==> config.mk <==
export PLATFORM = sky130hd
export DESIGN_NAME = run_sequencer_rv32
export DESIGN_NICKNAME = d
export VERILOG_FILES = /design/src/rtl/run_sequencer_rv32.sv
export SDC_FILE = /design/constraint.sdc
export NUM_CORES = 1
export LEC_CHECK = 0
export ABC_AREA = 1
export ABC_CLOCK_PERIOD_IN_PS = 1800
export CAP_MARGIN = 5
export CORE_MARGIN = 8
export CORE_UTILIZATION = 45
export CTS_CLUSTER_DIAMETER = 30
export DETAILED_ROUTE_END_ITERATION = 12
export PLACE_DENSITY = 0.84
export RECOVER_POWER = 25
export SYNTH_ARGS = -nofsm -noshare
export SYNTH_HDL_FRONTEND = slang
export SYNTH_SLANG_ARGS = --single-unit
==> constraint.sdc <==
create_clock -name clock -period 1.8 [get_ports clock]
set_input_delay 0.36 -clock clock [delete_from_list [all_inputs] [get_ports clock]]
set_output_delay 0.36 -clock clock [all_outputs]
set_load 0.005 [all_outputs]
==> src/rtl/run_sequencer_rv32.sv <==
// run_sequencer_rv32: run controller for an RV32 core. It sequences the core
// reset, shapes the core clock enable, counts run cycles and ends the run on a
// confirmed halt PC (pass) or when the cycle budget runs out (fail).
//
// Ports:
//   clock        rising-edge system clock
//   reset_n      synchronous active-low reset
//   start        one-cycle run request, honoured in IDLE/DONE/TIMEOUT only
//   mode         enable shaping, latched on accepted start:
//                0 always, 1 periodic stall, 2 LFSR stall, 3 single-step
//   step         single-step request (mode 3 only)
//   pc, halt_pc  core PC and end-of-test address
//   core_reset_n active-low reset to the core
//   enable       core clock enable
//   cycle_count  RUN cycles elapsed in the current run
//   finished     run ended (DONE or TIMEOUT)
//   pass         run ended on a confirmed halt
module run_sequencer_rv32 #(
  parameter int unsigned XLEN         = 32,
  parameter int unsigned COUNT_WIDTH  = 32,
  parameter int unsigned RESET_CYCLES = 4,
  parameter int unsigned MAX_CYCLES   = 1000,
  parameter int unsigned STALL_PERIOD = 4,
  parameter int unsigned HALT_CONFIRM = 3,
  parameter logic [15:0] LFSR_SEED    = 16'hACE1
) (
  input  logic                   clock,
  input  logic                   reset_n,
  input  logic                   start,
  input  logic [1:0]             mode,
  input  logic                   step,
  input  logic [XLEN-1:0]        pc,
  input  logic [XLEN-1:0]        halt_pc,
  output logic                   core_reset_n,
  output logic                   enable,
  output logic [COUNT_WIDTH-1:0] cycle_count,
  output logic                   finished,
  output logic                   pass
);

  localparam int unsigned HOLD_W  = (RESET_CYCLES > 1) ? $clog2(RESET_CYCLES) : 1;
  localparam int unsigned PHASE_W = $clog2(STALL_PERIOD);
  localparam int unsigned CONF_W  = $clog2(HALT_CONFIRM + 1);

  localparam logic [HOLD_W-1:0]      HOLD_LAST  = HOLD_W'(RESET_CYCLES - 1);
  localparam logic [PHASE_W-1:0]     PHASE_LAST = PHASE_W'(STALL_PERIOD - 1);
  localparam logic [CONF_W-1:0]      CONF_DONE  = CONF_W'(HALT_CONFIRM);
  localparam logic [COUNT_WIDTH-1:0] COUNT_LAST = COUNT_WIDTH'(MAX_CYCLES - 1);
  // An all-zero seed would lock the LFSR, so it is replaced.
  localparam logic [15:0]            SEED       = (LFSR_SEED == 16'h0000) ? 16'hACE1 : LFSR_SEED;

  typedef enum logic [2:0] {
    S_IDLE,
    S_RESET_HOLD,
    S_RUN,
    S_DONE,
    S_TIMEOUT
  } state_t;

  typedef enum logic [1:0] {
    MODE_ALWAYS,
    MODE_PERIODIC,
    MODE_RANDOM,
    MODE_STEP
  } mode_t;

  state_t                 state_q, state_d;
  mode_t                  mode_q, mode_d;
  logic [HOLD_W-1:0]      hold_q, hold_d;
  logic [PHASE_W-1:0]     phase_q, phase_d;
  logic [15:0]            lfsr_q, lfsr_d;
  logic [CONF_W-1:0]      confirm_q, confirm_d;
  logic [COUNT_WIDTH-1:0] cycle_count_q, cycle_count_d;
  logic                   core_reset_n_q, core_reset_n_d;
  logic                   enable_q, enable_d;
  logic                   finished_q, finished_d;
  logic                   pass_q, pass_d;

  logic        pc_match;
  logic        step_en;
  logic [15:0] lfsr_next;

  assign pc_match  = (pc == halt_pc);
  // Fibonacci LFSR, taps 16,14,13,11 in right-shift form.
  assign lfsr_next = {lfsr_q[0] ^ lfsr_q[2] ^ lfsr_q[3] ^ lfsr_q[5], lfsr_q[15:1]};

  always_comb begin
    state_d       = state_q;
    mode_d        = mode_q;
    hold_d        = hold_q;
    phase_d       = phase_q;
    lfsr_d        = lfsr_q;
    confirm_d     = confirm_q;
    cycle_count_d = cycle_count_q;
    step_en       = 1'b0;

    case (state_q)
      S_IDLE, S_DONE, S_TIMEOUT: begin
        if (start) begin
          state_d       = S_RESET_HOLD;
          mode_d        = mode_t'(mode);
          hold_d        = '0;
          phase_d       = '0;
          lfsr_d        = SEED;
          confirm_d     = '0;
          cycle_count_d = '0;
        end
      end
      S_RESET_HOLD: begin
        if (hold_q == HOLD_LAST) begin
          state_d = S_RUN;
        end else begin
          hold_d = hold_q + 1'b1;
        end
      end
      S_RUN: begin
        // Only cycles the core actually executed count towards the halt.
        if (enable_q) begin
          confirm_d = pc_match ? confirm_q + 1'b1 : '0;
        end
        // Halt is tested first so it wins over a same-cycle timeout.
        if (confirm_d == CONF_DONE) begin
          state_d = S_DONE;
        end else if (cycle_count_q == COUNT_LAST) begin
          state_d = S_TIMEOUT;
        end else begin
          cycle_count_d = cycle_count_q + 1'b1;
          phase_d       = (phase_q == PHASE_LAST) ? '0 : phase_q + 1'b1;
          lfsr_d        = lfsr_next;
          step_en       = step;
        end
      end
      default: state_d = S_IDLE;
    endcase
  end

  // Outputs are registered, so they are derived from next-cycle values:
  // the enable for RUN cycle k is decided at the edge that starts cycle k.
  always_comb begin
    enable_d = 1'b0;
    if (state_d == S_RUN) begin
      case (mode_d)
        MODE_ALWAYS:   enable_d = 1'b1;
        MODE_PERIODIC: enable_d = (phase_d != PHASE_LAST);
        MODE_RANDOM:   enable_d = |lfsr_d[1:0];
        MODE_STEP:     enable_d = step_en;
      endcase
    end
    core_reset_n_d = (state_d == S_RUN) || (state_d == S_DONE) || (state_d == S_TIMEOUT);
    finished_d     = (state_d == S_DONE) || (state_d == S_TIMEOUT);
    pass_d         = (state_d == S_DONE);
  end

  always_ff @(posedge clock) begin
    if (!reset_n) begin
      state_q        <= S_IDLE;
      mode_q         <= MODE_ALWAYS;
      hold_q         <= '0;
      phase_q        <= '0;
      lfsr_q         <= SEED;
      confirm_q      <= '0;
      cycle_count_q  <= '0;
      core_reset_n_q <= 1'b0;
      enable_q       <= 1'b0;
      finished_q     <= 1'b0;
      pass_q         <= 1'b0;
    end else begin
      state_q        <= state_d;
      mode_q         <= mode_d;
      hold_q         <= hold_d;
      phase_q        <= phase_d;
      lfsr_q         <= lfsr_d;
      confirm_q      <= confirm_d;
      cycle_count_q  <= cycle_count_d;
      core_reset_n_q <= core_reset_n_d;
      enable_q       <= enable_d;
      finished_q     <= finished_d;
      pass_q         <= pass_d;
    end
  end

  assign core_reset_n = core_reset_n_q;
  assign enable       = enable_q;
  assign cycle_count  = cycle_count_q;
  assign finished     = finished_q;
  assign pass         = pass_q;

endmodule

==> metrics.cfg <==
[run_status]
status=finished with violations
violations=setup timing

[grt]
grt_usage_pct=23.2
grt-ovfl-total=0
first_global_vias=5102
grt_pass1_wl_mm=23.9
grt_start_max_net_pins=43
antenna_found_initial=0

[timing]
period_share_pct=108
slew_violations=0
max_freq_ghz=0.516
skew_ns=0.00993
rsz0062_at_grt=yes
report.final.setup_viol=43
fin_setup_tns_ns=-2.47
worst_slack_ns=-0.137
tightest_slew_ns=0.415
hold_viol_final=0
period_minus_slack_ns=1.94
max_slew_margin_pct=72.0

[worst_setup_path]
required_ns=2.09
rr_startpoint=cycle_count[8]$_SDFFE_PN0P_
r2r_end=cycle_count[28]$_SDFFE_PN0P_
cpLargestDelayFamily=simple AND/OR/NAND/NOR gates
endpoint_kind=flop
startpoint_type=flop
cpMostUsedCell=buf_4
crit_slowest_cell=dfxtp_1
crit_path_cell_trace=nand2_1 -> buf_4 -> nor2_2 -> nand3_1 -> nor4_1 -> buf_4 -> or2_2 -> nand4_1 -> a21oi_2
path_buf_inv=2
criticalPathCategory=reg -> reg
rr_worst_depth=9
cp.depth=9
regToRegSetupSlack_ns=-0.14
worst-path-max-fanout=4
max_stage_delay_ns=0.38
cp.arrival_ns=2.23

[floorplan]
die_area_mm2=0.0123
fp.dieW_um=111
fp.dieH_um=111
ios=106
core.rowCount=34
core-area_mm2=0.00872
start_util_pct=46.5

[routing]
drt_wl_total_mm=15.7
routedWlPerCell_um=16.5
drtIter0Drc=284
vias_per_cell=5.37
antenna_left=0
vias=5087
drt_pass1_iterations=5
drc=0

[power]
finalPower_mw=3.30
ir_drop_mv=0.657
power_density_mw_per_mm2=486
p_leak_nw=2.74

[yosys]
ys.flop_type=dfxtp_1
synth_cell_types=42
synth.most_common_cell=nand2_1
ys_warn_count=0
synth_area_per_cell_um2=6.48
synth_seq_area_share_pct=31.1
synth.largest_area_cell=dfxtp_1
synth_area_mm2=0.00406
synthTopCellsByArea=dfxtp_1, nand2_1, xnor2_1
synthArstFlopShare_pct=0
synth-edff-count=0
synth_seq_cells=63
synth_nets=699
netlist.area_leader.share_pct=31.1
synthCells=626
synthTopCellsByCount=nand2_1, nor2_1, inv_1, dfxtp_1, a21oi_1

[job]
cap_violations=0

[placed_design]
place_inst=916
place_congestion=0.935
pre_cts_ws_ns=-0.722
placed_cell_area_mm2=0.00589
dp_hpwl_mm=10.9
portBuffers=105

[cts]
holdBufCountCts=0
cts_buffer_depth=2
root_buffer=clkbuf_8
cts_tree=yes
cts_sinks=63
clock_latency_ns=0.36
cts_htree_levels=3
cts_made_buffers=9
cts.clk_slew.worst_paths_ns=0.08

[final_layout]
synthToLayoutAreaGrowth_pct=67.2
layout.nets=908
antenna_cells=0
drive_gt1_share_pct=34.2
fillers=580
fin_cells=948
postLayoutCellArea_mm2=0.00678

[worst_hold_path]
worstHoldPathType=reg -> reg
hold-path-endpoint=lfsr_q[9]$_SDFFE_PN0P_
min-delay-start=lfsr_q[9]$_SDFFE_PN0P_
hold_depth=2

## final cells by class
class                           instances  area [um2]  share of cell area (%)
Clock inverter                          6        45.0                   0.664
Multi-Input combinational cell        474        2920                    43.1
Timing Repair inverter                  1        6.26                  0.0923
Tap cell                              108         135                    1.99
Sequential cell                        63        1280                    19.0
Timing Repair Buffer                  215        1970                    29.0
Inverter                               71         279                    4.12
Clock buffer                           10         138                    2.03
## layer usage
| metal | vias to the layer above | share of wire [%] | wire length [um] | GRT usage [%] |
|---|---|---|---|---|
| li1 | 2434 | - | - | - |
| met1 | 2390 | 38 | 5970 | 24.7 |
| met2 | 212 | 52 | 8220 | 43.2 |
| met3 | 51 | 5.9 | 930 | 4.38 |
| met4 | 0 | 3.5 | 548 | 9.73 |
| met5 | - | 0 | 0 | 0 |
## kinds of logic (layout without fill, tap and decap cells)
| kind of cell | Yosys count | after routing | share of synthesized area [%] |
|---|---|---|---|
| buffers and inverters | 89 | 303 | 9.38 |
| AOI/OAI and AO/OA | 74 | 74 | 10.8 |
| DFF | 63 | 63 | 31.1 |
| adders and majority gates | 3 | 3 | 0.926 |
| xor gates and xnor gates | 43 | 43 | 9.29 |
| and+or+nand+nor | 354 | 354 | 38.5 |
## flip-flops by register name, indices dropped and copies added (netlist names)
signal / cells
cycle_count: 32
lfsr_q: 16
state_q: 3
confirm_q: 2
hold_q: 2
mode_q: 2
phase_q: 2
core_reset_n: 1
enable: 1
finished: 1
pass: 1
## power breakdown
part	total, mW	switching [mW]	internal (mW)
sequential	1.43	0.0187	1.41
clock	1.20	0.656	0.541
combinational	0.665	0.324	0.342
total	3.30	0.998	2.30
## worst min-delay path: stages (launching register included)
cell and delay [ns]:
dfxtp_1 0.32, nand2_2 0.07, a21oi_2 0.04
## what timing repair did
item / in CTS / in global routing
setup endpoints to repair: 60 / 58
pin swaps: 71 / 70
resized for setup: 150 / 135
buffers inserted: 7 / 11
gates cloned: 1 / 0
## metrics by stage
| step | hold slack [ns] | util (%) |
|---|---|---|
| 6_report | 0.474 | 77.7 |
| 3_5_place_dp | 0.456 | 67.6 |
| 5_1_grt | 0.488 | 77.7 |
| 3_3_place_gp | 0.451 | 67.6 |
| 4_1_cts | 0.468 | 72.9 |
| 2_1_floorplan | 0.438 | - |
## layout by cell type, fill, tap and decap left out, types with 3 or more instances in the layout
| cell | netlist | final |
|---|---|---|
| or2_2 | 3 | 3 |
| a21oi_1 | 42 | 21 |
| nor2_1 | 84 | 65 |
| o21ai_0 | 12 | 4 |
| nand2_1 | 178 | 149 |
| nor2_2 | 0 | 13 |
| dlygate4sd2_1 | 0 | 32 |
| buf_8 | 1 | 3 |
| nor3_2 | 0 | 9 |
| clkinvlp_4 | 0 | 3 |
| nor4_4 | 1 | 4 |
| nand2_2 | 9 | 37 |
| dfxtp_1 | 63 | 50 |
| a21oi_2 | 8 | 28 |
| nand3_4 | 1 | 5 |
| nor3_4 | 0 | 4 |
| nor2_4 | 1 | 7 |
| buf_12 | 1 | 4 |
| xnor2_1 | 38 | 37 |
| inv_1 | 66 | 56 |
| o21ai_1 | 3 | 8 |
| o21ai_2 | 0 | 3 |
| clkbuf_8 | 0 | 10 |
| nor3_1 | 18 | 5 |
| inv_4 | 0 | 4 |
| buf_4 | 2 | 85 |
| dfxtp_2 | 0 | 10 |
| nand4_1 | 23 | 23 |
| nand3_2 | 0 | 3 |
| nand3_1 | 26 | 19 |
| inv_2 | 4 | 10 |
| buf_6 | 1 | 18 |
| dfxtp_4 | 0 | 3 |
| clkdlybuf4s50_1 | 0 | 40 |
| clkdlybuf4s15_1 | 0 | 30 |
| xor2_1 | 5 | 5 |
## worst max path at each step
stage                            startpoint  slack, ns                           end
2_1_floorplan   cycle_count[1]$_SDFFE_PN0P_     -0.001  cycle_count[18]$_SDFFE_PN0P_
3_3_place_gp                    halt_pc[28]      -0.61             enable$_SDFF_PN0_
3_5_place_dp                         pc[11]      -0.72             enable$_SDFF_PN0_
4_1_cts        cycle_count[25]$_SDFFE_PN0P_      -0.12             enable$_SDFF_PN0_
5_1_grt               state_q[1]$_SDFF_PN0_      -0.23       lfsr_q[11]$_SDFFE_PN1P_
6_report        cycle_count[8]$_SDFFE_PN0P_      -0.14  cycle_count[28]$_SDFFE_PN0P_
Power figures use the tool's default switching activity.
